**config.mk**
```make
export PLATFORM = sky130hd
export DESIGN_NAME = led_display_hub75_driver
export DESIGN_NICKNAME = d
export VERILOG_FILES = /design/src/rtl/led_display_hub75_driver.sv
export SDC_FILE = /design/constraint.sdc
export NUM_CORES = 2
export LEC_CHECK = 0
export CAP_MARGIN = 20
export CORE_ASPECT_RATIO = 0.7
export CORE_MARGIN = 3
export CORE_UTILIZATION = 54
export CTS_CLUSTER_DIAMETER = 50
export DETAILED_ROUTE_END_ITERATION = 7
export PLACE_DENSITY = 0.92
export SLEW_MARGIN = 5
export SYNTH_ARGS = -nofsm -noshare
export SYNTH_HDL_FRONTEND = slang
export SYNTH_SLANG_ARGS = --single-unit
```
**constraint.sdc**
```tcl
create_clock -name clk_in -period 18.6 [get_ports clk_in]
set_clock_uncertainty 0.2 [all_clocks]
set_input_delay 3.72 -clock clk_in [delete_from_list [all_inputs] [get_ports clk_in]]
set_output_delay 3.72 -clock clk_in [all_outputs]
set_load 0.005 [all_outputs]
```
**src/rtl/led_display_hub75_driver.sv**
```systemverilog
// HUB75 panel driver: shifts one captured top/bottom row pair out MSB first,
// then blanks, latches and shows it for a fixed on-time before asking for the next row.
module led_display_hub75_driver #(
    parameter int SYS_CLK_FREQ  = 100_000_000,
    parameter int SHIFT_CLK_DIV = 2,
    parameter int BLANK_CYCLES  = 4,
    parameter int LATCH_CYCLES  = 2,
    parameter int ON_CYCLES     = 100,
    localparam int GL_NUM_COL_PIXELS = 64,
    localparam int GL_RGB_ROW_W      = 6 * GL_NUM_COL_PIXELS
) (
    input  logic                    clk_in,
    input  logic                    reset_in,
    input  logic [GL_RGB_ROW_W-1:0] row_in,
    input  logic                    row_valid_in,
    output logic                    row_ready_out,
    input  logic [3:0]              row_address_in,
    output logic                    hub75_r0_out,
    output logic                    hub75_g0_out,
    output logic                    hub75_b0_out,
    output logic                    hub75_r1_out,
    output logic                    hub75_g1_out,
    output logic                    hub75_b1_out,
    output logic                    hub75_clk_out,
    output logic                    hub75_lat_out,
    output logic                    hub75_oe_n_out,
    output logic [3:0]              hub75_addr_out
);

    typedef struct packed {
        logic [GL_NUM_COL_PIXELS-1:0] red;
        logic [GL_NUM_COL_PIXELS-1:0] green;
        logic [GL_NUM_COL_PIXELS-1:0] blue;
    } rgb_half_t;

    typedef struct packed {
        rgb_half_t top;
        rgb_half_t bot;
    } rgb_row_t;

    typedef enum logic [2:0] {
        ST_IDLE    = 3'd0,
        ST_SHIFT   = 3'd1,
        ST_BLANK   = 3'd2,
        ST_LATCH   = 3'd3,
        ST_DISPLAY = 3'd4
    } state_t;

    localparam int COL_W   = $clog2(GL_NUM_COL_PIXELS);
    localparam int PH_W    = $clog2(SHIFT_CLK_DIV) + 1;
    localparam int DUR_MAX = (ON_CYCLES > BLANK_CYCLES)
                           ? ((ON_CYCLES > LATCH_CYCLES) ? ON_CYCLES : LATCH_CYCLES)
                           : ((BLANK_CYCLES > LATCH_CYCLES) ? BLANK_CYCLES : LATCH_CYCLES);
    localparam int DUR_W   = $clog2(DUR_MAX) + 1;

    localparam logic [COL_W-1:0] COL_LAST   = COL_W'(GL_NUM_COL_PIXELS - 1);
    localparam logic [COL_W-1:0] COL_ZERO   = {COL_W{1'b0}};
    localparam logic [COL_W-1:0] COL_ONE    = COL_W'(1);
    localparam logic [PH_W-1:0]  PH_LAST    = PH_W'(SHIFT_CLK_DIV - 1);
    localparam logic [PH_W-1:0]  PH_ZERO    = {PH_W{1'b0}};
    localparam logic [PH_W-1:0]  PH_ONE     = PH_W'(1);
    localparam logic [DUR_W-1:0] DUR_ZERO   = {DUR_W{1'b0}};
    localparam logic [DUR_W-1:0] DUR_ONE    = DUR_W'(1);
    localparam logic [DUR_W-1:0] BLANK_LOAD = DUR_W'(BLANK_CYCLES - 1);
    localparam logic [DUR_W-1:0] LATCH_LOAD = DUR_W'(LATCH_CYCLES - 1);
    localparam logic [DUR_W-1:0] ON_LOAD    = DUR_W'(ON_CYCLES - 1);

    if ((SYS_CLK_FREQ < 1) || (SHIFT_CLK_DIV < 1) || (BLANK_CYCLES < 1) ||
        (LATCH_CYCLES < 1) || (ON_CYCLES < 1)) begin : g_param_check
        $error("led_display_hub75_driver: frequency and cycle parameters must be >= 1");
    end

    state_t          state_r;
    state_t          state_next_s;
    logic [COL_W-1:0] col_r;
    logic [COL_W-1:0] col_next_s;
    logic [PH_W-1:0]  ph_r;
    logic [PH_W-1:0]  ph_next_s;
    logic             half_r;
    logic             half_next_s;
    logic [DUR_W-1:0] dur_r;
    logic [DUR_W-1:0] dur_next_s;

    rgb_row_t   row_in_s;
    rgb_row_t   row_r;
    rgb_row_t   row_sel_s;
    logic [3:0] addr_cap_r;
    logic       take_s;

    logic [5:0] data_next_s;
    logic       clk_next_s;
    logic       lat_next_s;
    logic       oe_n_next_s;
    logic       ready_next_s;
    logic [3:0] addr_next_s;

    assign row_in_s = row_in;
    assign take_s   = (state_r == ST_IDLE) && row_valid_in && row_ready_out;

    // State and sequencing counters
    always_ff @(posedge clk_in or posedge reset_in) begin
        if (reset_in) begin
            state_r <= ST_IDLE;
            col_r   <= COL_ZERO;
            ph_r    <= PH_ZERO;
            half_r  <= 1'b0;
            dur_r   <= DUR_ZERO;
        end else begin
            state_r <= state_next_s;
            col_r   <= col_next_s;
            ph_r    <= ph_next_s;
            half_r  <= half_next_s;
            dur_r   <= dur_next_s;
        end
    end

    // Next state; every counter is reloaded on entry so none wraps inside a state
    always_comb begin
        state_next_s = state_r;
        col_next_s   = col_r;
        ph_next_s    = ph_r;
        half_next_s  = half_r;
        dur_next_s   = dur_r;
        case (state_r)
            ST_IDLE: begin
                if (take_s) begin
                    state_next_s = ST_SHIFT;
                    col_next_s   = COL_LAST;
                    ph_next_s    = PH_ZERO;
                    half_next_s  = 1'b0;
                end else begin
                    state_next_s = ST_IDLE;
                end
            end
            ST_SHIFT: begin
                if (ph_r == PH_LAST) begin
                    ph_next_s = PH_ZERO;
                    if (!half_r) begin
                        half_next_s = 1'b1;
                    end else if (col_r == COL_ZERO) begin
                        half_next_s  = 1'b0;
                        state_next_s = ST_BLANK;
                        dur_next_s   = BLANK_LOAD;
                    end else begin
                        half_next_s = 1'b0;
                        col_next_s  = col_r - COL_ONE;
                    end
                end else begin
                    ph_next_s = ph_r + PH_ONE;
                end
            end
            ST_BLANK: begin
                if (dur_r == DUR_ZERO) begin
                    state_next_s = ST_LATCH;
                    dur_next_s   = LATCH_LOAD;
                end else begin
                    dur_next_s = dur_r - DUR_ONE;
                end
            end
            ST_LATCH: begin
                if (dur_r == DUR_ZERO) begin
                    state_next_s = ST_DISPLAY;
                    dur_next_s   = ON_LOAD;
                end else begin
                    dur_next_s = dur_r - DUR_ONE;
                end
            end
            ST_DISPLAY: begin
                if (dur_r == DUR_ZERO) begin
                    state_next_s = ST_IDLE;
                end else begin
                    dur_next_s = dur_r - DUR_ONE;
                end
            end
            default: begin
                state_next_s = ST_IDLE;
            end
        endcase
    end

    // Panel outputs derived from the upcoming state so the registered pins line up with it
    always_comb begin
        if (state_r == ST_IDLE) begin
            row_sel_s = row_in_s;
        end else begin
            row_sel_s = row_r;
        end
        if (state_next_s == ST_SHIFT) begin
            data_next_s = {row_sel_s.top.red[col_next_s], row_sel_s.top.green[col_next_s],
                           row_sel_s.top.blue[col_next_s], row_sel_s.bot.red[col_next_s],
                           row_sel_s.bot.green[col_next_s], row_sel_s.bot.blue[col_next_s]};
            clk_next_s  = half_next_s;
        end else begin
            data_next_s = 6'b000000;
            clk_next_s  = 1'b0;
        end
        lat_next_s   = (state_next_s == ST_LATCH);
        oe_n_next_s  = (state_next_s != ST_DISPLAY);
        ready_next_s = (state_next_s == ST_IDLE);
        if ((state_r == ST_SHIFT) && (state_next_s == ST_BLANK)) begin
            addr_next_s = addr_cap_r;
        end else begin
            addr_next_s = hub75_addr_out;
        end
    end

    // Row and address capture at the handshake
    always_ff @(posedge clk_in or posedge reset_in) begin
        if (reset_in) begin
            row_r      <= {GL_RGB_ROW_W{1'b0}};
            addr_cap_r <= 4'd0;
        end else if (take_s) begin
            row_r      <= row_in_s;
            addr_cap_r <= row_address_in;
        end
    end

    // Registered panel and handshake outputs
    always_ff @(posedge clk_in or posedge reset_in) begin
        if (reset_in) begin
            row_ready_out  <= 1'b0;
            hub75_r0_out   <= 1'b0;
            hub75_g0_out   <= 1'b0;
            hub75_b0_out   <= 1'b0;
            hub75_r1_out   <= 1'b0;
            hub75_g1_out   <= 1'b0;
            hub75_b1_out   <= 1'b0;
            hub75_clk_out  <= 1'b0;
            hub75_lat_out  <= 1'b0;
            hub75_oe_n_out <= 1'b1;
            hub75_addr_out <= 4'd0;
        end else begin
            row_ready_out  <= ready_next_s;
            hub75_r0_out   <= data_next_s[5];
            hub75_g0_out   <= data_next_s[4];
            hub75_b0_out   <= data_next_s[3];
            hub75_r1_out   <= data_next_s[2];
            hub75_g1_out   <= data_next_s[1];
            hub75_b1_out   <= data_next_s[0];
            hub75_clk_out  <= clk_next_s;
            hub75_lat_out  <= lat_next_s;
            hub75_oe_n_out <= oe_n_next_s;
            hub75_addr_out <= addr_next_s;
        end
    end

endmodule

```
==> impl_metrics.env <==
export IMPL_finalCriticalPeriod_ns=8.11
export IMPL_syn_num_nets=2994
export IMPL_globalRouteOverflowTotal=0
export IMPL_floorplan_initialDensity=0.556
export IMPL_fp_dieArea_um2=44100
export IMPL_min_path_type="flop to flop"
export IMPL_groute_usage_overall=0.363
export IMPL_timing_critical_path_slowest_cell_delay_ns=1.07
export IMPL_cts_sinks=422
export IMPL_grt_pass1_vias=21800
export IMPL_cp_max_fo=68
export IMPL_port_buffers=404
export IMPL_power_per_cell_area_nw_per_um2=70.2
export IMPL_final_fill_count=2891
export IMPL_drt_iter0_markers=3130
export IMPL_timing_max_transition_violations_final=0
export IMPL_worst_path_dominant_cell_family="simple AND/OR/NAND/NOR gates"
export IMPL_detail_route_antenna_nets=0
export IMPL_finalSetupTns_ns=0
export IMPL_cts_resized=0
export IMPL_post_synth_num_cell_types=74
export IMPL_critPathCaptureType="flop"
export IMPL_timing_max_slew_rel_slack=0.115
export IMPL_total_power_mw=1.99
export IMPL_path_buf_inv=2
export IMPL_clockBufferDepth=3
export IMPL_cts_tree="yes"
export IMPL_outcome="finished, final reports clean"
export IMPL_synth_top_area_frac=0.469
export IMPL_postSynthRegisterBits=422
export IMPL_highest_clock_rate_mhz=123
export IMPL_wire_length_of_the_first_global_routing_pass_mm=124
export IMPL_gp_congestion=0.916
export IMPL_chipHeight_um=177
export IMPL_die_x_um=250
export IMPL_drt_drc_violations_left=0
export IMPL_finalNetCount=3294
export IMPL_timing_critical_path_slowest_stage_cell="sky130_fd_sc_hd__a221oi_4"
export IMPL_worstPathRequired_ns=18.84
export IMPL_finalSetupViolCount=0
export IMPL_core_area_um2=40400
export IMPL_critical_path_startpoint_type="input port"
export IMPL_routed_wirelength_mm=82.1
export IMPL_grt_antenna_before_repair=15
export IMPL_layout_drive_gt1_share=0.0828
export IMPL_root_buffer="sky130_fd_sc_hd__clkbuf_16"
export IMPL_vdd_drop_max_v=0.0000683
export IMPL_path_cells="clkdlybuf4s50_1 > and2_1 > and2_4 > a221oi_4 > inv_2 > nor2_2 > nand2_1 > o22ai_1 > nor3_1 > and3_1 > a211o_1"
export IMPL_maxCapViolations=0
export IMPL_power_static_leakage_nw=14.2
export IMPL_hold_violations_final=0
export IMPL_cts_setup_buffers=0
export IMPL_areaGrowthSynthToFinish_pct=26.2
export IMPL_reg_to_reg_startpoint="state_r[2]"
export IMPL_worst_setup_sp="row_valid_in"
export IMPL_syn_cell_area_um2=22500
export IMPL_floorplan_io_pins=405
export IMPL_grt_max_degree=150
export IMPL_post_route_period_util=0.436
export IMPL_path_class="input port to flop"
export IMPL_crit_arrival_ns=8.35
export IMPL_hold_buffers=0
export IMPL_largest_cells_by_area_after_synthesis="sky130_fd_sc_hd__dfrtp_1 47%, sky130_fd_sc_hd__nand2_1 23%, sky130_fd_sc_hd__mux4_2 11%, sky130_fd_sc_hd__mux2i_1 2.4%, sky130_fd_sc_hd__clkbuf_1 1.8%"
export IMPL_worst_slew_pin_slew_ns=1.33
export IMPL_syn_avg_cell_area_um2=8.63
export IMPL_syn_inst=2601
export IMPL_rows=61
export IMPL_yosysTopAreaCell="sky130_fd_sc_hd__dfrtp_1"
export IMPL_drtPass1Iterations=6
export IMPL_ys_seq_area_frac=0.470
export IMPL_drt_wirelength_per_cell_um=23.6
export IMPL_clock_latency_ns=0.55
export IMPL_clk_transition_reported_paths_ns=0.06
export IMPL_setup_repair_after_global_routing_missed_its_margin="no"
export IMPL_synth_edff_count=0
export IMPL_synth_ff_type="sky130_fd_sc_hd__dfrtp_1"
export IMPL_ys_async_sr_fraction=1.00
export IMPL_synth_warning_count=0
export IMPL_vias_per_cell=6.33
export IMPL_cts_made_buffers=43
export IMPL_min_from="row_r[240]"
export IMPL_ctsHtreeMaxLevel=2
export IMPL_detailed_place_hpwl_mm=55.4
export IMPL_detailroute_via_count=22000
export IMPL_ff2ff_setup_slack_ns=13.23
[worst paths after layout]
kind,to,cells past startpoint
max in group asynchronous,row_r[26],6
min in group asynchronous,row_r[240],2
min,row_r[240],2
max reg2reg,hub75_b0_out,11
max,hub75_b0_out,11
min reg2reg,row_r[240],2
[placed cells by master (no fill, tap or decap), types with 5 or more instances in the layout]
cell type / instances
sky130_fd_sc_hd__nand4_1: 12
sky130_fd_sc_hd__nor2_4: 5
sky130_fd_sc_hd__dfrtp_1: 421
sky130_fd_sc_hd__a221o_1: 14
sky130_fd_sc_hd__a31oi_1: 25
sky130_fd_sc_hd__o211ai_1: 22
sky130_fd_sc_hd__diode_2: 11
sky130_fd_sc_hd__a32oi_1: 8
sky130_fd_sc_hd__nor4_1: 5
sky130_fd_sc_hd__nor2_1: 28
sky130_fd_sc_hd__o21ai_0: 43
sky130_fd_sc_hd__a22oi_1: 10
sky130_fd_sc_hd__buf_16: 6
sky130_fd_sc_hd__mux2i_1: 53
sky130_fd_sc_hd__nand2_1: 1391
sky130_fd_sc_hd__nor3_1: 15
sky130_fd_sc_hd__o22ai_1: 6
sky130_fd_sc_hd__buf_4: 22
sky130_fd_sc_hd__nand3_1: 65
sky130_fd_sc_hd__nand2b_1: 7
sky130_fd_sc_hd__inv_1: 6
sky130_fd_sc_hd__clkdlybuf4s50_1: 404
sky130_fd_sc_hd__clkbuf_1: 9
sky130_fd_sc_hd__o2111ai_1: 7
sky130_fd_sc_hd__a221oi_1: 31
sky130_fd_sc_hd__and3_1: 12
sky130_fd_sc_hd__clkbuf_8: 13
sky130_fd_sc_hd__a21oi_1: 39
sky130_fd_sc_hd__mux2_2: 6
sky130_fd_sc_hd__clkbuf_16: 45
sky130_fd_sc_hd__mux4_2: 105
[final cells by class]
| type | count | area [um2] | share of cell area |
|---|---|---|---|
| diodes | 11 | 27.5 | 0.000972 |
| multi-input cells | 1989 | 11100 | 0.392 |
| clock inverters | 11 | 165 | 0.00583 |
| flip-flops and latches | 422 | 10600 | 0.373 |
| well taps | 535 | 669 | 0.0236 |
| inverters | 12 | 65.1 | 0.00230 |
| clock buffers | 67 | 1340 | 0.0473 |
| repair buffers | 433 | 4390 | 0.155 |
[power breakdown]
| part | switching (mW) | internal [mW] |
|---|---|---|
| clock | 0.382 | 0.551 |
| sequential | 0 | 0.918 |
| combinational | 0.0575 | 0.0801 |
| total | 0.439 | 1.55 |
[worst register-to-register path: stages, from the launching register on]
cell	delay [ns]
sky130_fd_sc_hd__dfrtp_1	0.50
sky130_fd_sc_hd__nor3_4	0.09
sky130_fd_sc_hd__buf_4	0.39
sky130_fd_sc_hd__and2_4	0.48
sky130_fd_sc_hd__a221oi_4	1.11
sky130_fd_sc_hd__inv_2	0.56
sky130_fd_sc_hd__nor2_2	0.65
sky130_fd_sc_hd__nand2_1	0.35
sky130_fd_sc_hd__o22ai_1	0.44
sky130_fd_sc_hd__nor3_1	0.08
sky130_fd_sc_hd__and3_1	0.19
sky130_fd_sc_hd__a211o_1	0.23
[stage by stage]
| stage | util | hold WS, ns | cell area [um2] | setup WS (ns) | std cells |
|---|---|---|---|---|---|
| floorplan | - | 0.237 | 22500 | 2.93 | 2601 |
| global placement | 0.659 | 0.249 | 26600 | 10.03 | 3384 |
| detailed placement | 0.660 | 0.257 | 26600 | 10.15 | 3385 |
| CTS | 0.697 | 0.273 | 28100 | 10.69 | 3463 |
| global route | 0.701 | 0.292 | 28300 | 10.42 | 3476 |
| finish | 0.702 | 0.273 | 28300 | 10.49 | 3480 |
[kinds of logic (layout without fill, tap and decap cells)]
family / count (synthesis) / count (layout) / share of synthesized area
AO/OA/AOI/OAI: 251 / 251 / 0.0814
adder cells (fa/ha/maj): 2 / 2 / 0.00111
XOR/XNOR: 3 / 3 / 0.00117
buffers and inverters: 190 / 523 / 0.0370
multiplexers: 164 / 164 / 0.132
flip-flops: 422 / 422 / 0.470
AND/OR/NAND/NOR: 1569 / 1569 / 0.277
other: 0 / 11 / 0
[cell usage after synthesis (all sizes together), types with 4 or more instances]
master and n:
a211oi 4, a21oi 39, a221o 14, a221oi 32, a22oi 11, a311oi 4, a31o 4, a31oi 25
a32oi 8, and2 4, and3 12, buf 69, clkbuf 109, dfrtp 421, inv 12, mux2 6
mux2i 53, mux4 105, nand2 1392, nand2b 7, nand3 65, nand4 12, nor2 35, nor3 19
nor4 5, o2111ai 7, o211a 4, o211ai 23, o21ai 46, o22ai 6, or3 4
[per-layer routing]
layer	share of wire	track usage	up-vias	wire length, um
met2	0.45	0.551	1679	36600
li1	-	-	9322	-
met4	0.063	0.190	14	5140
met1	0.37	0.475	10600	30000
met3	0.13	0.109	395	10300
met5	0.0011	0	-	90
[flip-flops by register name (all words and copies together) (netlist names), 2 cells and up]
signal,cells
ph_r,2
addr_cap_r,4
dur_r,8
col_r,6
state_r,3
hub75_addr_out,4
row_r,384
No activity file was read; power rests on OpenSTA's default activity.
==> patch, RTL diff (same flow settings) <==
`SHIFT_CLK_DIV`: 2 -> 4.
--- a/src/rtl/led_display_hub75_driver.sv
+++ b/src/rtl/led_display_hub75_driver.sv
@@ -2,7 +2,7 @@
 // then blanks, latches and shows it for a fixed on-time before asking for the next row.
 module led_display_hub75_driver #(
     parameter int SYS_CLK_FREQ  = 100_000_000,
-    parameter int SHIFT_CLK_DIV = 2,
+    parameter int SHIFT_CLK_DIV = 4,
     parameter int BLANK_CYCLES  = 4,
     parameter int LATCH_CYCLES  = 2,
     parameter int ON_CYCLES     = 100,
Formal check against the unedited RTL: not equivalent (a bounded check fails within 10 cycles, from zero or initial values and one cycle with reset_in high).
==> patch against the unedited design <==
Die area grew 4.9%. Highest routed layer unchanged. Sequential share of layout area shrank 1.2 points. Critical endpoint is now hub75_g0_out. Count of clock-buffer cells in the layout grew 2. Critical path depth grew 1. Sequential cell count grew 1. Synthesized area grew 5.0%. Wire length grew 9.3%. Cell area grew 3.7%. Non-clock buffer count grew 8. Total power grew 0.10%. Worst setup slack gained 0.25 ns. Largest power group unchanged. Utilization shrank 1.4 points. Clock power is essentially flat.
==> patch: results (changes against the unedited design) <==
| Metric | Value |
|---|---|
| Final #Nets | 3748 (+14%) |
| Non-clk invs | 20 (+8) |
| LEAKAGE | 0.0139 uW (-1.8%) |
| WL met2 | 38.5 mm (+5.4%) |
| Area of the multi-input gates | 0.0120 sq mm (+8.2%) |
| Via count | 25200 (+14%) |
| Worst skew pair latency | 0.58 ns (+0.03 ns) |
| R2R setup slack | 12.51 ns (-0.72 ns) |
| CP arrival | 8.17 ns (-0.18 ns) |
| Sequential fraction of the synthesis area | 44.9% (-2.2 points) |
| Clock-cell share of area | 5.12% (-0.18 points) |
| Wirelength, routed | 89.7 mm (+9.3%) |
| DR iter-0 viols | 4418 (+41%) |
| Gr usage total | 37.2% (+0.91 points) |
| Initial antenna violation count | 30 (+15) |
| Hold path endpoint | row_r[140] |
| Status | complete, no violations |
| Clock buf count | 69 (+3.0%) |
| Wl on met1 | 32.3 mm (+7.7%) |
| Bufs w/o clock | 441 (+1.8%) |
| Worst R2R End | hub75_g0_out |
| Delay-heaviest family, CP | buffers and inverters |
| Distinct cells, synth | 78 (+5.4%) |
| Vias in the first global route | 23700 (+8.8%) |
| Internal | 1540 uW (-0.40%) |
| Max Used Layer | met5 |
| Power Total | 1990 uW (+0.10%) |
| First-pass GRT wire length | 136 mm (+9.1%) |
| Ratio of cells with drive above 1 in the final layout | 4.90% (-3.4 points) |
| Syn_nets | 3486 (+16%) |
| Multi-input gates | 2423 (+22%) |
| Met3 Use GR | 12.3% (+1.5 points) |
| Congestion Overflow GR | 0 (unchanged) |
| Diodes inserted | 22 (+11) |
| Detailed route wirelength on metal3 | 13.3 mm (+29%) |
| GR Layer Usage met1 | 49.1% (+1.7 points) |
| Crit path max fanout | 158 (+130%) |
| R2R Path Start | col_r[0] |
| Cells on worst reg2reg path | 14 (+3) |
| Crit path max-delay cell type | buf_4 |
| Non-clock buffer share | 14.9% (-0.63 points) |
| Reg clk slew, reported paths | 0.06 ns (about the same) |
| Fraction of area in registers | 36.0% (-1.2 points) |
| Largest net degree at the start of global routing | 216 (+44%) |
| Crit-path max cell delay | 0.89 ns (-0.18 ns) |
| Seq cells post-synth | 423 (+0.24%) |
| Met2 Usage GRT | 54.2% (-0.91 points) |
| Sequential logic power | 920 uW (about the same) |
| Post-CTS Resized | 0 (unchanged) |
| CTS buffer count | 44 (+2.3%) |
| HPWL Detailed | 58.8 mm (+6.1%) |
| Slew margin rel. | 21.6% (+10 points) |
| FILL cells | 3382 (+17%) |
| Gpl congestion | 0.947 (+3.4%) |
| Max VDD drop | 0.0675 mV (-1.1%) |
| Synth area leaders | dfrtp_1 45%, nand2_1 25%, mux2i_1 3.7% |
| Top cells by count, synth | 1588 x nand2_1, 422 x dfrtp_1, 154 x nand3_1, 146 x clkbuf_1 |
| Hold Startpoint | row_r[140] |
patch: cell count changes in the layout (fill, tap and decap cells not counted), moves of 17 or more:
| cell | delta |
|---|---|
| mux4_2 | -84 |
| nor2_1 | +21 |
| mux2i_1 | +32 |
| nand2_1 | +197 |
| a21oi_1 | +47 |
| a31oi_1 | +20 |
| and3_1 | +19 |
| o221ai_1 | +17 |
| nand3_1 | +88 |
| a221oi_1 | -23 |
patch: metrics by stage:
step | area, sq um | hold slack, ns | setup WS [ns] | instances
floorplan | 23600 | 0.232 | 2.91 | 3091
global placement | 27800 | 0.248 | 10.54 | 3890
detailed placement | 27800 | 0.251 | 10.40 | 3890
CTS | 29300 | 0.266 | 10.94 | 3970
global route | 29400 | 0.284 | 10.58 | 3991
finish | 29400 | 0.266 | 10.74 | 3994
patch: cell families after synthesis:
kind of cell	synth area share (%)
compound gates	12.0
xor+xnor	0.260
fa+ha+maj	0.212
buf+inv	4.52
flops	44.9
mux	6.05
simple gates	32.1
